<file path="src/rtl/tt_lut_pkg.sv">
// Shared types and defaults for the truth-table LUT evaluator.
package tt_lut_pkg;

   typedef enum logic {RUN, LOAD} tt_state_e;

   localparam int unsigned   TT_N_IN_DEF  = 4;
   localparam int unsigned   TT_CFG_W_DEF = 4;
   localparam logic [15:0]   TT_INIT_DEF  = 16'h6847;

   function automatic int unsigned tt_beats(input int unsigned n_in, input int unsigned cfg_w);
      return (32'd1 << n_in) / cfg_w;
   endfunction

endpackage

</file>
<file path="src/rtl/tt_lut_store.sv">
// Active/shadow truth-table storage: beat-wise shadow writes and atomic commit.
module tt_lut_store
   import tt_lut_pkg::*;
#(
   parameter int unsigned             N_IN    = TT_N_IN_DEF,
   parameter int unsigned             CFG_W   = TT_CFG_W_DEF,
   parameter logic [(1<<N_IN)-1:0]    TT_INIT = TT_INIT_DEF
) (
   input  logic                   clk,
   input  logic                   rst,
   input  logic                   restart,
   input  logic                   wr_en,
   input  logic [CFG_W-1:0]       wr_data,
   output logic                   last_beat,
   output logic [(1<<N_IN)-1:0]   table_w
);

   localparam int unsigned BEATS = tt_beats(N_IN, CFG_W);
   localparam int unsigned KW    = $clog2(BEATS) + 1;

   logic [(1<<N_IN)-1:0] active_q, active_d;
   logic [(1<<N_IN)-1:0] shadow_q, shadow_d;
   logic [KW-1:0]        k_q, k_d;

   assign last_beat = (k_q == KW'(BEATS - 1));
   assign table_w   = active_q;

   always_comb begin
      active_d = active_q;
      shadow_d = shadow_q;
      k_d      = k_q;
      if (restart) begin
         k_d = '0;
      end else if (wr_en) begin
         shadow_d[int'(k_q) * CFG_W +: CFG_W] = wr_data;
         // Commit includes the final beat being written on this edge.
         if (last_beat) begin
            active_d = shadow_d;
            k_d      = '0;
         end else begin
            k_d = k_q + 1'b1;
         end
      end
   end

   always_ff @(posedge clk) begin
      if (rst) begin
         active_q <= TT_INIT;
         shadow_q <= TT_INIT;
         k_q      <= '0;
      end else begin
         active_q <= active_d;
         shadow_q <= shadow_d;
         k_q      <= k_d;
      end
   end

endmodule

</file>
<file path="src/rtl/tt_lut_eval.sv">
// Truth-table LUT evaluator: RUN/LOAD FSM, query handshake and registered result.
// Optional TT_LUT_COUNT_EN adds ones_cnt, a saturating count of delivered 1-results.
module tt_lut_eval
   import tt_lut_pkg::*;
#(
   parameter int unsigned             N_IN    = TT_N_IN_DEF,
   parameter int unsigned             CFG_W   = TT_CFG_W_DEF,
   parameter logic [(1<<N_IN)-1:0]    TT_INIT = TT_INIT_DEF
) (
   input  logic               clk,
   input  logic               rst,
   input  logic               cfg_start,
   input  logic               cfg_valid,
   input  logic [CFG_W-1:0]   cfg_data,
   output logic               cfg_ready,
   input  logic               in_valid,
   input  logic [N_IN-1:0]    in_vec,
   output logic               in_ready,
   output logic               out_valid,
   output logic               out_bit,
   input  logic               out_ready,
   output logic               busy
`ifdef TT_LUT_COUNT_EN
   ,
   output logic [15:0]        ones_cnt
`endif
);

   tt_state_e state_q, state_d;
   logic      out_valid_q, out_valid_d;
   logic      out_bit_q, out_bit_d;
   logic      restart, wr_en, last_beat, commit;
   logic [(1<<N_IN)-1:0] table_w;

   tt_lut_store #(
      .N_IN    (N_IN),
      .CFG_W   (CFG_W),
      .TT_INIT (TT_INIT)
   ) u_store (
      .clk       (clk),
      .rst       (rst),
      .restart   (restart),
      .wr_en     (wr_en),
      .wr_data   (cfg_data),
      .last_beat (last_beat),
      .table_w   (table_w)
   );

   always_comb begin
      state_d   = state_q;
      in_ready  = 1'b0;
      cfg_ready = 1'b0;
      busy      = 1'b0;
      restart   = 1'b0;
      wr_en     = 1'b0;
      unique case (state_q)
         RUN: begin
            in_ready = !cfg_start && (!out_valid_q || out_ready);
            if (cfg_start) begin
               state_d = LOAD;
               restart = 1'b1;
            end
         end
         LOAD: begin
            cfg_ready = 1'b1;
            busy      = 1'b1;
            if (cfg_start) begin
               restart = 1'b1;
            end else if (cfg_valid) begin
               wr_en = 1'b1;
               if (last_beat) state_d = RUN;
            end
         end
         default: state_d = RUN;
      endcase
   end

   assign commit = wr_en && last_beat;

   always_comb begin
      out_valid_d = out_valid_q;
      out_bit_d   = out_bit_q;
      if (in_valid && in_ready) begin
         out_valid_d = 1'b1;
         out_bit_d   = table_w[in_vec];
      end else if (out_ready) begin
         out_valid_d = 1'b0;
      end
   end

   always_ff @(posedge clk) begin
      if (rst) begin
         state_q     <= RUN;
         out_valid_q <= 1'b0;
         out_bit_q   <= 1'b0;
      end else begin
         state_q     <= state_d;
         out_valid_q <= out_valid_d;
         out_bit_q   <= out_bit_d;
      end
   end

   assign out_valid = out_valid_q;
   assign out_bit   = out_bit_q;

`ifdef TT_LUT_COUNT_EN
   logic [15:0] ones_cnt_q, ones_cnt_d;

   always_comb begin
      ones_cnt_d = ones_cnt_q;
      if (commit) begin
         ones_cnt_d = '0;
      end else if (out_valid_q && out_ready && out_bit_q && (ones_cnt_q != '1)) begin
         ones_cnt_d = ones_cnt_q + 16'd1;
      end
   end

   always_ff @(posedge clk) begin
      if (rst) ones_cnt_q <= '0;
      else     ones_cnt_q <= ones_cnt_d;
   end

   assign ones_cnt = ones_cnt_q;
`else
   logic unused_commit;
   assign unused_commit = commit;
`endif

endmodule

</file>
<file path="config.mk">
export PLATFORM = sky130hd
export DESIGN_NAME = tt_lut_eval
export DESIGN_NICKNAME = d
export VERILOG_FILES = /design/src/rtl/tt_lut_pkg.sv /design/src/rtl/tt_lut_store.sv /design/src/rtl/tt_lut_eval.sv
export SDC_FILE = /design/constraint.sdc
export NUM_CORES = 1
export LEC_CHECK = 0
export CELL_PAD_IN_SITES_DETAIL_PLACEMENT = 1
export CELL_PAD_IN_SITES_GLOBAL_PLACEMENT = 1
export CORE_MARGIN = 1.5
export CORE_UTILIZATION = 40
export CTS_CLUSTER_SIZE = 28
export DETAILED_ROUTE_END_ITERATION = 8
export PLACE_DENSITY_LB_ADDON = 0.25
export SLEW_MARGIN = 20
export SYNTH_ARGS = -nofsm -noshare
export SYNTH_HDL_FRONTEND = slang
export SYNTH_SLANG_ARGS = --single-unit
</file>
<file path="constraint.sdc">
create_clock -name clk -period 2.6 [get_ports clk]
set_input_delay 0.39 -clock clk [delete_from_list [all_inputs] [get_ports clk]]
set_output_delay 0.39 -clock clk [all_outputs]
set_load 0.01 [all_outputs]
</file>
==> out/qor.txt <==
GRT
----------------------------------------------------------------------------------
Combined global-route utilization of all metal layers ...............        21.9%
First-pass GRT wire length ..........................................      7.28 mm
Antenna violations before repair ....................................            0
Pin count of the biggest net entering global routing ................           21
Number of global-route vias before repair ...........................         1467
GRT overflow ........................................................            0

TIMING
----------------------------------------------------------------------------------
Layout Skew .........................................................    0.0106 ns
Period utilization ..................................................        93.0%
Count of final max-slew check failures ..............................            0
Final setup violation count .........................................            0
Worst-margin pin slew ...............................................     0.567 ns
Setup repair after global routing missed its margin .................           no
Highest clock rate ..................................................      414 MHz
Worst slew margin relative to its limit .............................        61.9%
Worst-case setup margin in the final layout .........................     0.183 ns
Final min period ....................................................      2.42 ns
Hold Violations, Final ..............................................            0
Post-route setup TNS ................................................         0 ns

PLACED DESIGN
----------------------------------------------------------------------------------
Worst setup slack after placement ...................................     0.251 ns
Routability congestion estimate .....................................        0.795
Detailed placer's ending HPWL .......................................      3.50 mm
Port buffer count ...................................................           18

CLOCKING
----------------------------------------------------------------------------------
Post-CTS Hold Fix Bufs ..............................................            0
Total number of H-tree levels .......................................            2
Post-CTS Repair Setup Buffers .......................................            0
Clock network latency to the later pin of the worst-skew pair .......      0.30 ns
Clock tree sinks ....................................................           38
Cell chosen for the clock root ...................................... sky130_fd_sc_hd__clkbuf_8
Clock-pin transition on the worst setup and hold timing paths .......      0.07 ns
Number of buffers between clock root and the deepest sink ...........            2
TritonCTS clock tree ................................................         done
Count of cells resized by post-cts repair ...........................            0
Clock buffers created by TritonCTS ..................................            5

FLOORPLAN
----------------------------------------------------------------------------------
Starting utilization of the core area ...............................        42.3%
IO Pins .............................................................           19
Num rows ............................................................           23
Core region area ....................................................     4090 um2
Die H ...............................................................      68.7 um
Horizontal die dimension ............................................      68.7 um
Area of the die .....................................................     4720 um2

LOGIC SYNTHESIS
----------------------------------------------------------------------------------
Leading cell types by count after synthesis ......................... 38 x sky130_fd_sc_hd__dfxtp_1, 23 x sky130_fd_sc_hd__nor2_1, 20 x sky130_fd_sc_hd__nand2_1
Number of distinct library cells after synthesis ....................           34
Yosys reg bits ......................................................           38
Synthesized netlist net count .......................................          210
Mean Syn Cell Area ..................................................     9.05 um2
Post-synthesis cell type with the largest combined area ............. sky130_fd_sc_hd__dfxtp_1
Cell with the most instances after synthesis ........................ sky130_fd_sc_hd__dfxtp_1
Cell count after synthesis ..........................................          191
Async S/R FF share, synth ...........................................           0%
Synth Flop Type ..................................................... sky130_fd_sc_hd__dfxtp_1
Share of Yosys cell area claimed by the top area cell type ..........        44.0%
Total number of yosys warnings ......................................            0
Number of synthesized flops with an enable pin ......................            0
Post-Synthesis Cell Area ............................................     1730 um2
Largest cells by area after synthesis ............................... sky130_fd_sc_hd__dfxtp_1 44%, sky130_fd_sc_hd__mux2i_1 5.8%, sky130_fd_sc_hd__nor2_1 5.0%, sky130_fd_sc_hd__a211oi_1 4.8%, sky130_fd_sc_hd__nand2_1 4.3%
Fraction of the yosys area taken by sequential cells ................        44.0%

SETUP PATH
----------------------------------------------------------------------------------
Cell Chain, Critical Path ........................................... inv_1 > ha_1 > ha_1 > nand2_1 > nor3_1 > a22oi_1 > a211oi_1
CP most frequent cell ............................................... sky130_fd_sc_hd__ha_1
Worst reg-to-reg path cell count ....................................            7
Max stage delay cell, worst path .................................... sky130_fd_sc_hd__nor3_1
Slowest cell delay on critical path .................................      0.48 ns
Required arrival time at the worst endpoint .........................      2.78 ns
Class of the most critical setup path ............................... flop to flop
Kind of start point of the critical path ............................         flop
Largest driver fanout on the critical path ..........................            5
Nature of the critical path endpoint ................................         flop
Worst EP arrival ....................................................      2.60 ns
Flop-to-flop setup slack ............................................      0.18 ns
Capturing point of the worst reg2reg path ........................... u_store.shadow_q[12]
FF-to-FF Start ...................................................... u_store.k_q[1]

POWER AND IR DROP
----------------------------------------------------------------------------------
Leakage power summed over all cells .................................     0.811 nW
Part of the power in the clock network ..............................        46.5%
VDD IR-drop max .....................................................   0.000298 V
Cell Pwr Density ....................................................   637 nW/um2
Net switching power of the design ...................................   0.000276 W
Total Power .........................................................    0.00133 W
Flop pwr share ......................................................        45.1%
Power share of the combinational group ..............................         8.4%
Switching Share .....................................................        20.7%
Internal power ......................................................    0.00106 W

DRT
----------------------------------------------------------------------------------
Via count ...........................................................         1498
Post-detailed-routing wire length ...................................      4.65 mm
Vias per cell .......................................................         5.76
WL/cell .............................................................      17.9 um
Initial DRC Count ...................................................           43
Residual DRC count ..................................................            0
Remaining number of nets flagged by the antenna check after routing .            0
Length of the first detailed-routing pass in iterations .............            4

LAYOUT
----------------------------------------------------------------------------------
Post-layout nets ....................................................          228
Synthesis-to-layout area growth .....................................        21.2%
Number of diodes added for antenna fixing ...........................            0
Finished Core Util ..................................................        51.3%
Share of layout cells above drive strength 1 ........................        8.10%

MIN PATH
----------------------------------------------------------------------------------
Worst min-delay path endpoint ....................................... u_store.shadow_q[2]
Worst Min Path Start ................................................ u_store.shadow_q[2]
Worst hold path type ................................................ flop to flop
Instance count along the most critical hold path ....................            2

FLOW RUN
----------------------------------------------------------------------------------
Max-capacitance violation count .....................................            0

STATUS
----------------------------------------------------------------------------------
Run status .......................................................... finished, final reports clean

==> metal layers <==
layer / track usage (%) / vias to the layer above / wire (um)
met4: 9.80 / 0 / 89
met3: 6.66 / 7 / 209
met1: 26.7 / 733 / 2150
met2: 35.5 / 28 / 2210
li1: - / 730 / -
met5: 0 / - / 0
==> cells by family after synthesis <==
| kind of cell | count (synthesis) | share of synthesized area (%) |
|---|---|---|
| buffers and inverters | 17 | 4.56 |
| and+or+nand+nor | 66 | 17.9 |
| DFF | 38 | 44.0 |
| AOI/OAI and AO/OA | 51 | 20.0 |
| muxes | 14 | 9.92 |
| adders and majority gates | 5 | 3.62 |
==> metrics by stage <==
step / instances / area (um2) / hold slack, ns
5_1_grt: 260 / 2090 / 0.517
2_1_floorplan: 191 / 1730 / 0.444
4_1_cts: 260 / 2090 / 0.491
3_5_place_dp: 252 / 1950 / 0.472
3_3_place_gp: 252 / 1950 / 0.458
6_report: 260 / 2090 / 0.484
==> layout by cell type (no fill, tap or decap), drive strengths merged <==
cell type	instances
nor3b	2
a22oi	8
a211oi	11
mux2	2
dfxtp	38
nor2	23
mux4	2
a2111oi	1
and3b	1
inv	4
clkdlybuf4s50	18
a21oi	8
nand3b	2
or4	1
a221oi	4
nand2b	2
a31oi	1
o21ai	9
and2	2
nor4b	1
nand2	20
nor3	4
nand4	1
bufinv	2
mux2i	10
ha	5
buf	6
clkbuf	6
nand3	4
nand4b	1
o211ai	9
nor2b	2
==> critical path: cells and delay by family (launching register included) <==
| kind | cells | cell delay (ns) |
|---|---|---|
| buffers and inverters | 1 | 0.11 |
| adder cells (fa/ha/maj) | 2 | 0.51 |
| AO/OA/AOI/OAI | 2 | 0.61 |
| flip-flops | 1 | 0.42 |
| AND/OR/NAND/NOR | 2 | 0.64 |
==> registers in the layout, indices dropped and copies added (netlist names) <==
register          flops
state_q               1
u_store.shadow_q     16
out_valid             1
out_bit               1
u_store.k_q           3
u_store.table_w      16
==> cell type report <==
type	instances	area [um2]
Clock inverter	2	60.1
Tap cell	50	62.6
Timing Repair Buffer	24	225
Inverter	4	15.0
Clock buffer	6	82.6
Fill cell	479	1990
Multi-Input combinational cell	136	888
Sequential cell	38	761
==> power by group through the flow <==
| stage | Sequential, W | Clock (W) | Combinational [W] |
|---|---|---|---|
| finish | 0.000601 | 0.000620 | 0.000113 |
| global route | 0.000602 | 0.000658 | 0.000123 |
| CTS | 0.000601 | 0.000641 | 0.000114 |
| detailed placement | 0.000614 | 0 | 0.000113 |
| global placement | 0.000614 | 0 | 0.000108 |
| floorplan | 0.000614 | 0 | 0.0000599 |
==> worst max path at each step <==
| stage | startpoint | cells past startpoint | end | slack, ns |
|---|---|---|---|---|
| 2_1_floorplan | u_store.k_q[0] | 7 | u_store.table_w[10] | 0.53 |
| 3_3_place_gp | in_vec[0] | 5 | out_bit | 0.42 |
| 3_5_place_dp | cfg_start | 5 | u_store.table_w[9] | 0.25 |
| 4_1_cts | u_store.k_q[1] | 7 | u_store.shadow_q[12] | 0.23 |
| 5_1_grt | u_store.k_q[1] | 7 | u_store.shadow_q[12] | 0.06 |
| 6_report | u_store.k_q[1] | 7 | u_store.shadow_q[12] | 0.18 |
(Power assumes the default switching activity.)
